### config.mk
export PLATFORM = sky130hd
export DESIGN_NAME = id_alu_issue
export DESIGN_NICKNAME = d
export VERILOG_FILES = /design/src/rtl/id_alu_issue.sv
export SDC_FILE = /design/constraint.sdc
export NUM_CORES = 1
export LEC_CHECK = 0
export CAP_MARGIN = 40
export CORE_ASPECT_RATIO = 0.75
export CORE_MARGIN = 5
export CORE_UTILIZATION = 30
export CTS_CLUSTER_SIZE = 14
export DETAILED_ROUTE_END_ITERATION = 10
export GPL_ROUTABILITY_DRIVEN = 0
export GPL_TIMING_DRIVEN = 0
export PLACE_DENSITY = 0.52
export RECOVER_POWER = 50
export SYNTH_ARGS = -nofsm -noshare
export SYNTH_HDL_FRONTEND = slang
export SYNTH_SLANG_ARGS = --single-unit
### constraint.sdc
create_clock -name clk -period 20 [get_ports clk]
set_input_delay 6 -clock clk [delete_from_list [all_inputs] [get_ports clk]]
set_output_delay 6 -clock clk [all_outputs]
set_load 0.05 [all_outputs]
### src/rtl/id_alu_issue.sv
// Decode RV64I instructions into ALU operands/opcode/branch select for EX,
// buffered in a 2-entry skid FIFO. out_imm holds the instruction's format immediate (0 for R-type).
module id_alu_issue #(
  parameter int XLEN  = 64,
  parameter int DEPTH = 2
) (
  input  logic            clk,
  input  logic            rst,
  input  logic            flush,
  input  logic            in_valid,
  output logic            in_ready,
  input  logic [31:0]     in_inst,
  input  logic [XLEN-1:0] in_pc,
  input  logic [XLEN-1:0] in_rs1_data,
  input  logic [XLEN-1:0] in_rs2_data,
  output logic            out_valid,
  input  logic            out_ready,
  output logic [XLEN-1:0] out_op1,
  output logic [XLEN-1:0] out_op2,
  output logic [11:0]     out_alu_info,
  output logic            out_is_word,
  output logic [7:0]      out_bj_sel,
  output logic [4:0]      out_rd,
  output logic            out_rd_wen,
  output logic [XLEN-1:0] out_imm,
  output logic [XLEN-1:0] out_pc,
  output logic            out_illegal
);
  localparam logic [6:0] OPC_LUI = 7'b0110111, OPC_AUIPC = 7'b0010111, OPC_JAL = 7'b1101111,
                         OPC_JALR = 7'b1100111, OPC_BRANCH = 7'b1100011, OPC_OPIMM = 7'b0010011,
                         OPC_OP = 7'b0110011, OPC_OPIMM32 = 7'b0011011, OPC_OP32 = 7'b0111011;
  localparam logic [11:0] A_ADD = 12'h001, A_SUB = 12'h002, A_SLT = 12'h004, A_SLTU = 12'h008,
                          A_XOR = 12'h010, A_OR = 12'h020, A_AND = 12'h040, A_SLL = 12'h080,
                          A_SRL = 12'h100, A_SRA = 12'h200, A_WRI = 12'h800;
  localparam logic [1:0] L_FULL = 2'(DEPTH);

  typedef struct packed {
    logic [XLEN-1:0] op1;
    logic [XLEN-1:0] op2;
    logic [11:0]     alu;
    logic            word;
    logic [7:0]      bj;
    logic [4:0]      rd;
    logic            wen;
    logic [XLEN-1:0] imm;
    logic [XLEN-1:0] pc;
    logic            ill;
  } t_entry;

  logic [6:0]      w_opc;
  logic [2:0]      w_f3;
  logic [6:0]      w_f7;
  logic [XLEN-1:0] w_imm_i, w_imm_b, w_imm_u, w_imm_j;
  t_entry          w_ent, w_head;
  logic            w_push, w_pop;

  t_entry          r_mem [DEPTH];
  logic            r_wr_ptr, r_rd_ptr;
  logic [1:0]      r_count;

  assign w_opc   = in_inst[6:0];
  assign w_f3    = in_inst[14:12];
  assign w_f7    = in_inst[31:25];
  assign w_imm_i = {{(XLEN-12){in_inst[31]}}, in_inst[31:20]};
  assign w_imm_b = {{(XLEN-12){in_inst[31]}}, in_inst[7], in_inst[30:25], in_inst[11:8], 1'b0};
  assign w_imm_u = {{(XLEN-32){in_inst[31]}}, in_inst[31:12], 12'b0};
  assign w_imm_j = {{(XLEN-20){in_inst[31]}}, in_inst[19:12], in_inst[20], in_inst[30:21], 1'b0};

  always_comb begin
    w_ent      = '0;
    w_ent.wen  = 1'b1;
    w_ent.rd   = in_inst[11:7];
    w_ent.pc   = in_pc;
    case (w_opc)
      OPC_LUI: begin
        w_ent.alu = A_WRI; w_ent.op2 = w_imm_u; w_ent.imm = w_imm_u;
      end
      OPC_AUIPC: begin
        w_ent.alu = A_ADD; w_ent.op1 = in_pc; w_ent.op2 = w_imm_u; w_ent.imm = w_imm_u;
      end
      OPC_JAL: begin
        w_ent.alu = A_ADD; w_ent.op1 = in_pc; w_ent.op2 = XLEN'(4);
        w_ent.bj  = 8'h80; w_ent.imm = w_imm_j;
      end
      OPC_JALR: begin
        w_ent.alu = A_ADD; w_ent.op1 = in_pc; w_ent.op2 = XLEN'(4);
        w_ent.bj  = 8'h40; w_ent.imm = w_imm_i;
        w_ent.ill = (w_f3 != 3'b000);
      end
      OPC_BRANCH: begin
        w_ent.op1 = in_rs1_data; w_ent.op2 = in_rs2_data; w_ent.wen = 1'b0; w_ent.imm = w_imm_b;
        case (w_f3)
          3'b000:  begin w_ent.alu = A_XOR;  w_ent.bj = 8'h01; end
          3'b001:  begin w_ent.alu = A_XOR;  w_ent.bj = 8'h02; end
          3'b100:  begin w_ent.alu = A_SLT;  w_ent.bj = 8'h04; end
          3'b101:  begin w_ent.alu = A_SLT;  w_ent.bj = 8'h08; end
          3'b110:  begin w_ent.alu = A_SLTU; w_ent.bj = 8'h10; end
          3'b111:  begin w_ent.alu = A_SLTU; w_ent.bj = 8'h20; end
          default: w_ent.ill = 1'b1;
        endcase
      end
      OPC_OPIMM: begin
        w_ent.op1 = in_rs1_data; w_ent.op2 = w_imm_i; w_ent.imm = w_imm_i;
        case (w_f3)
          3'b000: w_ent.alu = A_ADD;
          3'b010: w_ent.alu = A_SLT;
          3'b011: w_ent.alu = A_SLTU;
          3'b100: w_ent.alu = A_XOR;
          3'b110: w_ent.alu = A_OR;
          3'b111: w_ent.alu = A_AND;
          3'b001: begin
            w_ent.op2 = XLEN'(in_inst[25:20]);
            if (in_inst[31:26] == 6'b000000) w_ent.alu = A_SLL;
            else w_ent.ill = 1'b1;
          end
          default: begin
            w_ent.op2 = XLEN'(in_inst[25:20]);
            if (in_inst[31:26] == 6'b000000) w_ent.alu = A_SRL;
            else if (in_inst[31:26] == 6'b010000) w_ent.alu = A_SRA;
            else w_ent.ill = 1'b1;
          end
        endcase
      end
      OPC_OP: begin
        w_ent.op1 = in_rs1_data; w_ent.op2 = in_rs2_data;
        if (w_f7 == 7'b0000000) begin
          case (w_f3)
            3'b000:  w_ent.alu = A_ADD;
            3'b001:  w_ent.alu = A_SLL;
            3'b010:  w_ent.alu = A_SLT;
            3'b011:  w_ent.alu = A_SLTU;
            3'b100:  w_ent.alu = A_XOR;
            3'b101:  w_ent.alu = A_SRL;
            3'b110:  w_ent.alu = A_OR;
            default: w_ent.alu = A_AND;
          endcase
        end else if (w_f7 == 7'b0100000 && w_f3 == 3'b000) w_ent.alu = A_SUB;
        else if (w_f7 == 7'b0100000 && w_f3 == 3'b101) w_ent.alu = A_SRA;
        else w_ent.ill = 1'b1;
      end
      OPC_OPIMM32: begin
        w_ent.word = 1'b1; w_ent.op1 = in_rs1_data; w_ent.op2 = w_imm_i; w_ent.imm = w_imm_i;
        if (w_f3 == 3'b000) w_ent.alu = A_ADD;
        else if (w_f3 == 3'b001 || w_f3 == 3'b101) begin
          // 5-bit shamt; inst[25] set would be a 64-bit shift amount
          w_ent.op2 = XLEN'(in_inst[24:20]);
          if (w_f7 == 7'b0000000) w_ent.alu = (w_f3 == 3'b001) ? A_SLL : A_SRL;
          else if (w_f7 == 7'b0100000 && w_f3 == 3'b101) w_ent.alu = A_SRA;
          else w_ent.ill = 1'b1;
        end else w_ent.ill = 1'b1;
      end
      OPC_OP32: begin
        w_ent.word = 1'b1; w_ent.op1 = in_rs1_data; w_ent.op2 = in_rs2_data;
        if (w_f7 == 7'b0000000 && w_f3 == 3'b000) w_ent.alu = A_ADD;
        else if (w_f7 == 7'b0000000 && w_f3 == 3'b001) w_ent.alu = A_SLL;
        else if (w_f7 == 7'b0000000 && w_f3 == 3'b101) w_ent.alu = A_SRL;
        else if (w_f7 == 7'b0100000 && w_f3 == 3'b000) w_ent.alu = A_SUB;
        else if (w_f7 == 7'b0100000 && w_f3 == 3'b101) w_ent.alu = A_SRA;
        else w_ent.ill = 1'b1;
      end
      default: w_ent.ill = 1'b1;
    endcase
    if (w_ent.ill) begin
      w_ent.alu = '0; w_ent.bj = '0; w_ent.wen = 1'b0;
    end
    if (w_ent.rd == 5'd0) w_ent.wen = 1'b0;
  end

  assign in_ready  = (r_count != L_FULL);
  assign out_valid = (r_count != 2'd0);
  assign w_push    = in_valid & in_ready & ~flush;
  assign w_pop     = out_valid & out_ready;

  always_ff @(posedge clk) begin
    if (rst || flush) begin
      r_count  <= 2'd0;
      r_wr_ptr <= 1'b0;
      r_rd_ptr <= 1'b0;
    end else begin
      if (w_push) r_wr_ptr <= ~r_wr_ptr;
      if (w_pop)  r_rd_ptr <= ~r_rd_ptr;
      case ({w_push, w_pop})
        2'b10:   r_count <= r_count + 2'd1;
        2'b01:   r_count <= r_count - 2'd1;
        default: r_count <= r_count;
      endcase
    end
  end

  always_ff @(posedge clk) begin
    if (w_push) r_mem[r_wr_ptr] <= w_ent;
  end

  // Payload is forced to zero when the FIFO is empty
  assign w_head = out_valid ? r_mem[r_rd_ptr] : '0;

  assign out_op1      = w_head.op1;
  assign out_op2      = w_head.op2;
  assign out_alu_info = w_head.alu;
  assign out_is_word  = w_head.word;
  assign out_bj_sel   = w_head.bj;
  assign out_rd       = w_head.rd;
  assign out_rd_wen   = w_head.wen;
  assign out_imm      = w_head.imm;
  assign out_pc       = w_head.pc;
  assign out_illegal  = w_head.ill;
endmodule

==> flow_summary.yaml <==
run_status:
  outcome: "finished with violations"
  violations: "capacitance limit, slew limit"
power_and_ir_drop:
  internal-power_uw: 1850
  p_seq_frac: 0.499
  pwr-share-comb: 0.089
  clkPwrFrac: 0.413
  swShare: 0.226
  ir_drop_mv: 0.0532
  p_sw_uw: 540
  power_density_nw_per_um2: 80.3
  p_leak_uw: 0.00975
routing:
  final_antenna_net_count: 0
  drt_iter0_drc: 1081
  drt_pass1_iterations: 5
  drc_errors: 0
  num_vias: 14400
  route.met2.wl_mm: 31.8
  wl_met3_mm: 5.07
  via_per_inst: 4.72
  top_layer_used: "met5"
  wl_met1_mm: 31.3
  wirelength_mm: 69.3
  routedWlPerCell_um: 22.8
synthesis:
  synthSimpleGateAreaFrac: 0.0775
  netlist_area_sq_um: 21400
  synth_fp_nets: 1678
  yosysTopAreaCellShare: 0.705
  synth-xor-area-share: 0.00205
  synth_compound_area_frac: 0.0613
  syn_inst: 1448
  ys_seq_elements: 507
  synthTopCellsByArea: "edfxtp_1, mux2i_1, nor2_1, a22o_1, a21o_1"
  ys.warnings.count: 0
  synth_flop_cell: "edfxtp_1"
  async_reset_ff_frac: 0
  synth_fa_ha_area_frac: 0.000585
  yosys.area.top_type: "edfxtp_1"
  ys_types: 58
  muxShareOfSynthArea: 0.117
  yosysSeqAreaShare: 0.709
  synth-edff-count: 502
  synth_top_family_by_area: "multiplexers"
  syn_area_per_cell_sq_um: 14.8
die:
  die_w_um: 318
  pin_count: 515
  start_util: 0.304
  coreArea_sq_um: 70400
  die_h_um: 241
  num_rows: 84
  die_area_sq_um: 76800
timing:
  layout_worst_path_cycle_share: 0.604
  max_freq_mhz: 82.7
  relSlewSlack: -0.139
  finalSetupTns_ns: 0
  slew_viol_final: 100
  min_period_ns: 12.09
  finalHoldViolCount: 0
  setup_viol_count_final: 0
  rsz0062_at_grt: "false"
  finClkSkew_ns: 0.0154
  hold_ws_ns: 0.565
  fin_ws_ns: 7.91
  worst_pin_slew_ns: 1.70
worst_setup_path:
  path_common_cell: "clkbuf_1"
  critPathCaptureType: "flop"
  crit_slowest_cell: "clkbuf_1"
  crit-reg2reg-launch: "r_count[0]"
  crit_family: "buffers and inverters"
  crit_chain: "dlygate4sd3_1, nand3b_1, nor2_1, clkbuf_1, clkbuf_1, clkbuf_1, clkbuf_1, buf_12, buf_16"
  worstPathRequired_ns: 20.27
  reg2reg_depth: 9
  worstSetupStartpointType: "input port"
  path_max_fanout: 26
  arrival_ns: 12.36
  slowest_delay_ns: 1.27
  crit_buf_inv: 7
  reg2reg_slack_ns: 13.51
  crit_type: "input port to flop"
  reg2reg_to: "r_mem[1][70]"
global_routing:
  grt_usage: 0.172
  grt_pass1_wl_mm: 99.7
  grt_max_degree: 28
  grt_antenna_before_repair: 11
  gr-total-overflow: 0
  grt_pass1_vias: 15000
clock_network:
  cts_buffers: 53
  post_cts_buffers: 0
  cts_max_level: 2
  clk_pin_slew_ns: 0.06
  cts_sinks: 507
  root_buffer: "clkbuf_16"
  cts.repair.resized: 0
  cts_hold_buf: 0
  cts_tree: "yes"
  ctsLongestPathBuffers: 3
  clock_latency_ns: 0.58
hold_path:
  hold_path_class: "flop to flop"
  hold_depth: 2
  hold_start: "r_rd_ptr"
placement:
  hpwl_mm: 51.9
  io_buffers: 510
  dpl_cell_area_sq_um: 28400
  dp_worst_setup_slack_ns: 10.33
layout:
  drive_gt1_frac: 0.0757
  nets: 2276
  area_growth_pct: 39.1
  stdcell_area_sq_um: 29800
  utilization: 0.422
  layout_common_cells: "edfxtp_1, clkdlybuf4s50_1, nor2_1"
  nFillCells: 6528
  layout_commonest_cell: "edfxtp_1"
  multi_input_area_sq_um: 5540
  register_area_sq_um: 15200
job:
  maxCapViolCount: 4
[worst max-delay path by stage]
stage	depth (start not counted)	slack, ns	startpoint	end
floorplan	2	2.45	flush	r_mem[0][0]
global placement	3	-5.52	flush	r_mem[1][165]
detailed placement	9	10.33	flop	out_imm[46]
CTS	9	9.67	flop	out_imm[46]
global route	9	7.41	flush	r_mem[1][70]
finish	9	7.91	flush	r_mem[1][70]
[synthesized netlist by cell type (all sizes together) (2+ instances only)]
master and n:
o21a 3, nand3b 3, and3 7, nor3 16
nand2b 7, nand2 47, nor4 2, a21o 41
edfxtp 502, nor2 271, clkbuf 49, nor3b 3
or4 2, inv 4, a31oi 3, buf 78
nor2b 4, xnor2 4, a22oi 2, dfxtp 5
a21oi 14, and2 9, o21ai 7, or2 3
a22o 77, a221o 9, mux2i 251, nand4 3
[worst register-to-register path, stage by stage (launching register included)]
cell and delay [ns]:
dfxtp_1 0.41, nand2b_1 0.15, nand3b_1 0.17, nor2_1 0.83, clkbuf_1 0.73, clkbuf_1 1.04, clkbuf_1 1.05, clkbuf_1 1.28
buf_12 0.31, buf_16 0.20
[state kept, by name, summed over array words and instances (netlist names), named ones only]
| register | cells |
|---|---|
| r_mem | 502 |
| r_count | 2 |
| r_rd_ptr | 1 |
| r_wr_ptr | 1 |
[area by class of cell]
class,instances,area share
Clock inverter,28,0.00997
Multi-Input combinational cell,810,0.186
Buffer,127,0.0215
Tap cell,946,0.0398
Clock buffer,69,0.0480
Inverter,4,0.000505
Timing Repair Buffer,543,0.184
Antenna cell,5,0.000421
Sequential cell,507,0.510
[cell families (layout without fill, tap and decap cells)]
group,count (synthesis),in the layout
adders and majority gates,1,1
other,1,6
DFF,507,507
muxes,251,251
buffers and inverters,131,771
xor gates and xnor gates,5,5
and+or+nand+nor,387,387
AOI/OAI and AO/OA,165,165
[per-stage QoR]
step                power [uW]  instances
floorplan                 1330       1448
global placement          1440       2904
detailed placement        1430       2937
CTS                       2430       3034
global route              2480       3035
finish                    2390       3039
[routing by layer]
| metal | vias to the layer above | track usage |
|---|---|---|
| met4 | 12 | 0.0288 |
| met5 | - | 0 |
| li1 | 6605 | - |
| met3 | 77 | 0.0483 |
| met2 | 484 | 0.277 |
| met1 | 7178 | 0.239 |
[power by group through the flow]
stage	Clock, uW	Sequential (uW)	Combinational (uW)
after floorplan	0	1230	102
after global placement	0	1230	210
after detailed placement	0	1210	221
after CTS	1020	1190	222
after global routing	1060	1190	224
final	987	1190	212
(Power assumes the default switching activity.)
